<file path="config.mk">
export PLATFORM = sky130hd
export DESIGN_NAME = aes_axis_in
export DESIGN_NICKNAME = d
export VERILOG_FILES = /design/src/rtl/aes_axis_in.sv
export SDC_FILE = /design/constraint.sdc
export NUM_CORES = 1
export LEC_CHECK = 0
export CORE_UTILIZATION = 45
export CTS_BUF_LIST = sky130_fd_sc_hd__clkbuf_4
export DETAILED_ROUTE_END_ITERATION = 8
export HOLD_SLACK_MARGIN = 0.12
export PLACE_DENSITY = 0.72
export SLEW_MARGIN = 20
export SYNTH_ARGS = -nofsm -noshare
export SYNTH_HDL_FRONTEND = slang
export SYNTH_SLANG_ARGS = --single-unit
</file>
<file path="constraint.sdc">
create_clock -name clk -period 13.75 [get_ports clk]
set_input_delay 2.0625 -clock clk [delete_from_list [all_inputs] [get_ports clk]]
set_output_delay 2.0625 -clock clk [all_outputs]
set_load 0.05 [all_outputs]
</file>
<file path="src/rtl/aes_axis_in.sv">
// aes_axis_in: AXI-Stream front end for aes_top.
//
// Frames arrive as one command beat followed by BLK_S/WORD_S payload beats.
// The first payload beat lands in the most significant word of the block.
// A valid command (CTRL_KEY or CTRL_ENCRYPT) loads the collected block into
// aes_key or aes_plaintext and strobes en for one cycle. The block then
// waits for core_done before it accepts the next frame.
//
// Ports:
//   clk, reset                  clock, asynchronous active-high reset
//   s_axis_tdata/tvalid/tlast   input stream from DMA
//   s_axis_tready               stream ready (IDLE or DATA, low during reset)
//   ctrl                        latched command to aes_top
//   aes_key, aes_plaintext      registered block outputs
//   en                          one-cycle start strobe
//   core_done                   completion pulse from aes_top
//   busy                        high while the block is issued or in flight
//   err                         one-cycle protocol error pulse
//
// Build option: define AES_AXIS_TLAST_CHECK_EN to enforce tlast framing.
// Without it, tlast is ignored and frames are delimited by beat count only.
//
// state   | meaning
// ST_IDLE | await command beat
// ST_DATA | collect payload beats
// ST_FIRE | en high, block issued
// ST_WAIT | wait for core_done

module aes_axis_in #(
   parameter int                 WORD_S       = 32,
   parameter int                 BLK_S        = 128,
   parameter int                 KEY_S        = 128,
   parameter int                 CTRL_S       = 2,
   parameter logic [CTRL_S-1:0]  CTRL_KEY     = 2'd1,
   parameter logic [CTRL_S-1:0]  CTRL_ENCRYPT = 2'd2
) (
   input  logic              clk,
   input  logic              reset,
   input  logic [WORD_S-1:0] s_axis_tdata,
   input  logic              s_axis_tvalid,
   input  logic              s_axis_tlast,
   output logic              s_axis_tready,
   output logic [CTRL_S-1:0] ctrl,
   output logic [KEY_S-1:0]  aes_key,
   output logic [BLK_S-1:0]  aes_plaintext,
   output logic              en,
   input  logic              core_done,
   output logic              busy,
   output logic              err
);

   localparam int BEATS = BLK_S / WORD_S;
   localparam int CNT_W = (BEATS > 1) ? $clog2(BEATS) : 1;
   localparam logic [CNT_W-1:0] LAST_CNT = CNT_W'(BEATS - 1);

   typedef enum logic [1:0] {ST_IDLE, ST_DATA, ST_FIRE, ST_WAIT} state_t;

   state_t             state;
   logic [CNT_W-1:0]   cnt;
   logic [BLK_S-1:0]   hold;
   logic [BLK_S-1:0]   hold_next;
   logic [CTRL_S-1:0]  ctrl_prev;
   logic               discard;
   logic               beat;
   logic               last_beat;
   logic               cmd_ok;
   logic               tl_early;
   logic               tl_missing;

`ifdef AES_AXIS_TLAST_CHECK_EN
   assign tl_early   = s_axis_tlast;
   assign tl_missing = ~s_axis_tlast;
`else
   logic unused_tlast;
   assign unused_tlast = s_axis_tlast;
   assign tl_early     = 1'b0;
   assign tl_missing   = 1'b0;
`endif

   assign s_axis_tready = ~reset & ((state == ST_IDLE) | (state == ST_DATA));
   assign busy          = (state == ST_FIRE) | (state == ST_WAIT);
   assign beat          = s_axis_tvalid & s_axis_tready;
   assign last_beat     = (cnt == LAST_CNT);
   assign cmd_ok        = (s_axis_tdata[CTRL_S-1:0] == CTRL_KEY) |
                          (s_axis_tdata[CTRL_S-1:0] == CTRL_ENCRYPT);
   // MSB-first: each new beat pushes earlier beats toward the top word.
   assign hold_next     = {hold[BLK_S-WORD_S-1:0], s_axis_tdata};

   always_ff @(posedge clk or posedge reset) begin
      if (reset) begin
         state         <= ST_IDLE;
         cnt           <= '0;
         hold          <= '0;
         ctrl          <= '0;
         ctrl_prev     <= '0;
         discard       <= 1'b0;
         aes_key       <= '0;
         aes_plaintext <= '0;
         en            <= 1'b0;
         err           <= 1'b0;
      end else begin
         en  <= 1'b0;
         err <= 1'b0;
         case (state)
            ST_IDLE: begin
               if (beat) begin
                  if (tl_early) begin
                     err <= 1'b1;
                  end else begin
                     cnt   <= '0;
                     state <= ST_DATA;
                     if (cmd_ok) begin
                        ctrl_prev <= ctrl;
                        ctrl      <= s_axis_tdata[CTRL_S-1:0];
                        discard   <= 1'b0;
                     end else begin
                        err     <= 1'b1;
                        discard <= 1'b1;
                     end
                  end
               end
            end
            ST_DATA: begin
               if (beat) begin
                  hold <= hold_next;
                  if (tl_early && !last_beat) begin
                     // Short frame: drop it and undo the command latch.
                     err   <= ~discard;
                     cnt   <= '0;
                     state <= ST_IDLE;
                     if (!discard) ctrl <= ctrl_prev;
                  end else if (last_beat) begin
                     cnt <= '0;
                     if (discard) begin
                        state <= ST_IDLE;
                     end else begin
                        if (ctrl == CTRL_KEY) aes_key       <= KEY_S'(hold_next);
                        else                  aes_plaintext <= hold_next;
                        en    <= 1'b1;
                        err   <= tl_missing;
                        state <= ST_FIRE;
                     end
                  end else begin
                     cnt <= cnt + CNT_W'(1);
                  end
               end
            end
            ST_FIRE: state <= ST_WAIT;
            ST_WAIT: if (core_done) state <= ST_IDLE;
            default: state <= ST_IDLE;
         endcase
      end
   end

endmodule

</file>
==> impl_metrics.ini <==
[outcome]
outcome = completed

[clocking]
ctsRootBufferMaster = clkbuf_4
clk_path_buf_depth = 3
cts_sinks = 361
cts_tree = built
clk_pin_slew_ns = 0.06
post_cts_resized = 0
cts_hold_buffers = 0
postCtsSetupRepairBufs = 0
numCtsBuffers = 94
cts_max_level = 3
clk_latency_ns = 0.69

[grt]
grt_max_degree = 176
grt_overflow = 0
grt_pass1_wl_mm = 45.7
antenna_found_initial = 3
grt_pass1_vias = 8280
track_usage_pct = 18.8

[timing]
fmax_mhz = 176
hold_ws_ns = 0.490
slew_viol_final = 0
clock-skew-final_ns = 0.0489
hold_violations = 0
fin_crit_sh_pct = 41.4
setup-tns-final_ns = 0
worst_pin_slew_ns = 1.00
rsz0062_at_grt = false
max-slew-margin-rel_pct = 33.3
setup-violations-final = 0
period_minus_slack_ns = 5.70

[synthesis]
avgSynthCellArea_um2 = 17.3
synth_edf_count = 0
syn-cell-area_um2 = 13600
synthDistinctLibCells = 29
synthArstFlopShare_pct = 100
yosysMostFrequentCell = dfrtp_1
ys_top_cells_by_count = dfrtp_1 (361), mux2_2 (340), buf_2 (25), buf_8 (11), mux2_4 (10)
synthCells = 788
yosys_warnings = 0
ys_dominant_reg_cell = dfrtp_1
netlist.area_leader.share_pct = 66.4
synthTopCellsByArea = dfrtp_1 (66%), mux2_2 (28%), buf_8 (1.2%), mux2_4 (1.1%), buf_2 (0.92%)
synth_top_cell_by_area = dfrtp_1
yosysSeqAreaShare_pct = 66.4
synth_fp_nets = 826
ys_ff_latch = 361

[die]
num_io_pins = 299
start_util_pct = 45.8
fp.dieH_um = 176
die_area_um2 = 30900
rows = 63
die_w_um = 176
coreArea_um2 = 29700

[final_layout]
nets = 1183
utilization_pct = 60.3
drive_above_1_share_pct = 42.5
synthToLayoutAreaGrowth_pct = 31.7

[drt]
ant_nets = 0
vias_per_cell = 4.94
routed-via-count = 7866
drc = 0
drt-total-wl_mm = 28.0
wl_per_cell_um = 17.6
dr.pass1.iters = 4
drt_iter0_markers = 283

[setup_path]
arrival_ns = 3.63
critPathMaxFanout = 7
crit_top_cell = clkdlybuf4s50_1
worstPathRequired_ns = 11.69
max_stage_delay_ns = 0.82
end_kind = primary output
startpoint_type = input port
startpoint = reset
crit_chain = clkdlybuf4s50_1 > nor2_1 > clkdlybuf4s50_1
worstSetupPathType = in -> out
slowest_stage = clkdlybuf4s50_1

[job]
drv_cap = 0

[place]
dp_hpwl_mm = 18.0
io_buffers = 297
place_congestion = 0.742

[min_path]
min_from = hold[81]$_DFFE_PP0P_
min_path_type = reg -> reg

[pwr]
powerDensity_nw_per_um2 = 218
irDropWorstVdd_uv = 124
leakage_nw = 8.40
layer usage:
metal  track usage [%]  routed length [um]  vias up
met5                 0                   0        -
li1                  -                   -     3574
met1              24.2               12100     4021
met3              6.41                1860       46
met4              7.10                 591        0
met2              29.4               13500      225
kinds of logic after synthesis:
logic type	after synthesis	share of synthesized area (%)
flops	361	66.4
mux	352	29.4
buf+inv	43	2.52
simple gates	18	0.920
compound gates	12	0.561
xor+xnor	1	0.0644
fa+ha+maj	1	0.0920
path summary, 6_finish.rpt:
check / depth (start not counted) / slack, ns / to
min in group asynchronous: 2 / 2.08 / en$_DFF_PP0_
min: 1 / 0.49 / aes_plaintext[113]$_DFFE_PP0P_
min reg2reg: 1 / 0.49 / aes_plaintext[113]$_DFFE_PP0P_
max: 3 / 8.05 / s_axis_tready
max reg2reg: 5 / 9.76 / aes_plaintext[67]$_DFFE_PP0P_
max in group asynchronous: 3 / 10.20 / hold[93]$_DFFE_PP0P_
cell usage in the layout (no fill, tap or decap), drive strengths merged, types with 4 or more instances in the layout:
cell type,synthesis,final
dfrtp,361,361
mux2,352,352
clkdlybuf4s50,0,297
clkbuf,2,141
buf,40,6
nand2,5,5
diode,0,4
clkinvlp,0,4
clkinv,0,4
registers in the layout, summed over array words and instances, names as in the netlist, named ones only:
register and flops:
state 1, cnt 2, ctrl 2, err 1, aes_plaintext 128, aes_key 128, discard 1, en 1
hold 96
power breakdown:
group          switching, mW  internal (mW)  total (mW)
combinational          0.858          0.574        1.43
sequential             0.223           1.39        1.61
clock                  0.401          0.460       0.861
worst max-delay path: cells and delay by family:
| family | cells | cell delay [ns] |
|---|---|---|
| buffers and inverters | 2 | 1.41 |
| and+or+nand+nor | 1 | 0.16 |
layout make-up:
cell class / instances / area, um2
fill: 2328 / 11800
tap: 390 / 488
multi-input combinational: 384 / 4240
clock inverter: 9 / 50.0
timing repair buffer: 303 / 3030
sequential: 361 / 9030
antenna: 4 / 10.0
clock buffer: 141 / 1060
inverter: 1 / 11.3
per-stage QoR:
step | total power, mW | instance area, um2 | setup slack [ns] | cells
2_1_floorplan | 2.57 | 13600 | 1.65 | 788
3_3_place_gp | 3.04 | 16800 | 7.51 | 1439
3_5_place_dp | 3.08 | 16800 | 7.51 | 1439
4_1_cts | 3.96 | 17900 | 8.06 | 1589
5_1_grt | 4.12 | 17900 | 8.05 | 1592
6_report | 3.90 | 17900 | 8.05 | 1593
(Power assumes the default switching activity.)
==> variant 1 (same flow settings) <==
Reset style: synchronous (`reset`), changed in one clocked block. Comments in the files are not updated.
--- a/src/rtl/aes_axis_in.sv
+++ b/src/rtl/aes_axis_in.sv
@@ -86,7 +86,7 @@
    // MSB-first: each new beat pushes earlier beats toward the top word.
    assign hold_next     = {hold[BLK_S-WORD_S-1:0], s_axis_tdata};
 
-   always_ff @(posedge clk or posedge reset) begin
+   always_ff @(posedge clk) begin
       if (reset) begin
          state         <= ST_IDLE;
          cnt           <= '0;
Function: not settled (the Yosys comparison gave no result); the edit may change what the design does.
==> variant 1 against the original RTL <==
Maximum frequency rose by 5.7%; routed wire length grew 31%; worst hold slack got worse by 41 ps; cell area rose by 0.96%; highest routed layer unchanged; critical endpoint unchanged; sequential cell count unchanged; setup slack better by 310 ps; area after synthesis increased by 2.3%.
Power is not compared: it rests on default switching activity, and its combinational part moved more than twofold at a synthesized area within 25%.
==> variant 1: results (changes against the original RTL) <==
[layout]
largest_registers = aes_key (128), aes_plaintext (128), hold (96)
final_nets = 1768  ; +49%
finalNonFillerCells = 2181  ; +37%
drive_gt1_frac = 0.100  ; -0.324

[routing]
drt_wl_total_um = 36700  ; +31%
drt_iter0_drc = 595  ; +110%
routed-via-count = 10600  ; +35%

[placed_design]
dp.cells = 2032  ; +41%
place.gp.congestion = 0.775  ; +4.5%
dpl_worst_slack_ps = 8240  ; +726 ps
dp_hpwl_um = 24200  ; +35%

[yosys]
netlist_instances = 1433  ; +82%
synthTopCellsByArea = dfxtp_1 52%, mux2i_1 16%, nand2b_1 11%
ys.flop_type = dfxtp_1
synth.distinct_cells = 32  ; +10%
yosysSeqAreaShare = 0.520  ; -0.145
ys_top_cells_by_count = 361 x dfxtp_1, 241 x nand2b_1, 227 x mux2i_1
syn_nets = 1471  ; +78%
async_flop_share = 0  ; -1.00

[grt]
antenna_found_initial = 1  ; -2
grt_max_degree = 145  ; -18%
grt_pass1_wl_um = 58000  ; +27%
grt_usage = 0.234  ; +0.0457

[setup_path]
reg2reg_depth = 4  ; -1
arrival_ps = 3330  ; -300 ps
r2r-end = aes_plaintext[37]$_SDFFE_PP0P_

[sta]
hold_slack_ps = 450  ; -40.6 ps
worst_clock_skew_ps = 50.4  ; +1.45 ps
relSlewSlack = 0.237  ; -0.0960
fmax_ghz = 0.186  ; +5.7%

[status]
outcome = completed

[hold_path]
min_delay_path_depth = 2  ; +1

[clock_tree]
cts_made_buffers = 92  ; -2.1%

variant 1: changes by cell type in the layout (fill, tap and decap cells not counted), sizes merged, moves of 4 or more:
| cell | delta |
|---|---|
| clkbuf | -4 |
| dfrtp | -361 |
| nand4 | +16 |
| mux2 | -337 |
| a21oi | +114 |
| nand2 | +191 |
| inv | +100 |
| mux2i | +227 |
| nor2b | +19 |
| o31ai | +16 |
| buf | +4 |
| dfxtp | +361 |
| nand2b | +240 |
variant 1: worst max-delay path, stage by stage:
cell and delay (ps):
buf_8 440, nor2_1 90, clkdlybuf4s50_1 730
variant 1: cell type report:
class,instances,area [µm²]
Multi-Input combinational cell,868,5830
Clock inverter,10,80.1
Sequential cell,361,7230
Timing Repair Buffer,306,3050
Inverter,101,379
Clock buffer,137,1030
Fill cell,2696,12400
Antenna cell,2,5.00
Tap cell,396,495
variant 1: worst max-delay path by stage:
stage / cells past startpoint / end
2_1_floorplan: 5 / s_axis_tready
3_3_place_gp: 5 / aes_plaintext[30]$_SDFFE_PP0P_
3_5_place_dp: 5 / aes_plaintext[27]$_SDFFE_PP0P_
4_1_cts: 3 / s_axis_tready
5_1_grt: 3 / s_axis_tready
6_report: 3 / s_axis_tready
variant 1: cell families after synthesis:
| group | after synthesis | synth area share |
|---|---|---|
| compound gates | 138 | 0.0532 |
| fa+ha+maj | 1 | 0.000899 |
| buf+inv | 204 | 0.0646 |
| flops | 361 | 0.520 |
| mux | 242 | 0.175 |
| simple gates | 487 | 0.186 |
variant 1: power breakdown:
group / internal [mW] / switching (mW)
Combinational: 0.0272 / 0.0398
Sequential: 1.05 / 0.00453
Clock: 0.468 / 0.409
variant 1: metal layers:
metal	track usage	wire length, µm
met4	0.0662	454
met1	0.313	17300
met5	0	0
met3	0.0773	2780
met2	0.358	16200
==> variant 2 (same flow settings) <==
Made on the original files. The option `AES_AXIS_TLAST_CHECK_EN` is turned on by a define.
--- a/src/rtl/aes_axis_in.sv
+++ b/src/rtl/aes_axis_in.sv
@@ -25,6 +25,8 @@
 // ST_DATA | collect payload beats
 // ST_FIRE | en high, block issued
 // ST_WAIT | wait for core_done
+
+`define AES_AXIS_TLAST_CHECK_EN
 
 module aes_axis_in #(
    parameter int                 WORD_S       = 32,
Check against the original RTL: not settled (the Yosys comparison gave no result); the edit may change what the design does.
==> variant 2 against the original RTL <==
Global-route usage grew 0.40 points; maximum frequency increased by 0.17%; setup slack better by 9.7 ps; area after synthesis is essentially flat; synthesized cell count rose by 2.2%; routed wire length grew 2.4%; sequential cell count up 2; cell area rose by 0.25%.
Power is not compared: it rests on default switching activity, and its combinational part moved more than twofold at a synthesized area within 25%.
==> variant 2: results (changes against the original RTL) <==
[sta]
tightest_slew_ps = 1060  ; +57.7 ps
hold_slack_ps = 485  ; -5.48 ps
worst_clock_skew_ps = 44.8  ; -4.17 ps

[yosys]
ys.flop_type = dfrtp_1
ys_top_cells_by_count = 363 x dfrtp_1, 337 x mux2_2, 22 x mux2_1
synth.distinct_cells = 25  ; -14%
synthTopCellsByArea = dfrtp_1 67%, mux2_2 28%, mux2_1 1.8%
yosysSeqAreaShare = 0.668  ; +0.00399
synth_warnings = 0  ; unchanged
syn_nets = 843  ; +2.1%

[status]
outcome = completed

[placed_design]
dp_hpwl_um = 18400  ; +2.6%
place.gp.congestion = 0.749  ; +0.97%
io_buffers = 298  ; +0.34%

[grt]
grt_pass1_wl_um = 46500  ; +1.8%
antenna_found_initial = 1  ; -2
grt_max_degree = 168  ; -4.5%
grt_usage = 0.192  ; +0.00402
grt_pass1_vias = 8478  ; +2.4%

[hold_path]
hold_end = aes_plaintext[111]$_DFFE_PP0P_
holdCritStartpoint = aes_plaintext[111]$_DFFE_PP0P_
min_delay_path_depth = 1  ; unchanged

[layout]
final_nets = 1197  ; +1.2%
drive_gt1_frac = 0.396  ; -0.0282
fillCellCount = 2347  ; +0.82%

[routing]
drt_iter0_drc = 259  ; -8.5%
dr.pass1.iters = 4  ; unchanged
drt_wl_total_um = 28700  ; +2.4%
avgViaCountPerCell = 4.96  ; +0.41%

[power_and_ir_drop]
peakVddDrop_mv = 0.0698

[clock_tree]
htree_levels = 3  ; unchanged
clk_path_buf_depth = 3  ; unchanged
insertion_delay_ps = 690  ; about the same
cts_made_buffers = 90  ; -4.3%
cts-resized-gates = 0  ; unchanged

[setup_path]
cp_max_fo = 5  ; -2
crit_end = s_axis_tready
reg2reg_depth = 6  ; +1
ff2ff_setup_slack_ps = 9690  ; -70 ps
r2r-end = aes_plaintext[38]$_DFFE_PP0P_
arrival_ps = 3620  ; about the same

variant 2: cell types whose count changed after synthesis, moves of 3 or more:
cell / change
mux2_1: +20
buf_4: +13
buf_8: -11
mux2_4: -10
clkbuf_1: +7
buf_2: -6
buf_6: -3
mux2_2: -3
nand3_1: +3
nor2_1: +3
nor2b_1: +3
variant 2: final cells by class:
class / count / area share
Clock inverter: 14 / 0.00536
Multi-Input combinational cell: 397 / 0.239
Inverter: 3 / 0.00104
Sequential cell: 363 / 0.506
Antenna cell: 1 / 0.000139
Clock buffer: 125 / 0.0522
Timing Repair Buffer: 304 / 0.169
Tap cell: 390 / 0.0272
variant 2: kinds of logic (layout without fill, tap and decap cells):
logic type,Yosys count,after routing,share of synthesized area
flops,363,363,0.668
mux,359,359,0.297
buf+inv,45,446,0.0180
simple gates,25,25,0.00976
compound gates,11,11,0.00506
fa+ha+maj,1,1,0.000920
xor+xnor,1,1,0.000644
other cells,0,1,0
variant 2: metal layers:
metal	GRT usage	vias to the layer above	part of all wire
met5	0	-	0
met4	0.0743	0	0.018
met3	0.0682	36	0.079
met2	0.296	246	0.47
met1	0.249	4029	0.43
li1	-	3607	-
variant 2: metrics by stage:
stage	util	power, mW	instances	cell area [µm²]	setup WS, ps
floorplan	-	1.50	805	13600	1610
global placement	0.569	1.61	1457	16900	7580
detailed placement	0.569	1.62	1457	16900	7510
CTS	0.604	2.47	1596	18000	8050
global route	0.604	2.57	1597	18000	8030
finish	0.604	2.43	1597	18000	8060
variant 2: report_power, final:
part	internal [mW]	switching, mW	leakage [nW]
registers	1.21	0.127	4.87
logic	0.144	0.120	3.08
clock network	0.433	0.400	0.612
variant 2: critical path, stage by stage:
cell and delay (ps):
clkdlybuf4s50_1 590, nor2_1 160, clkdlybuf4s50_1 810
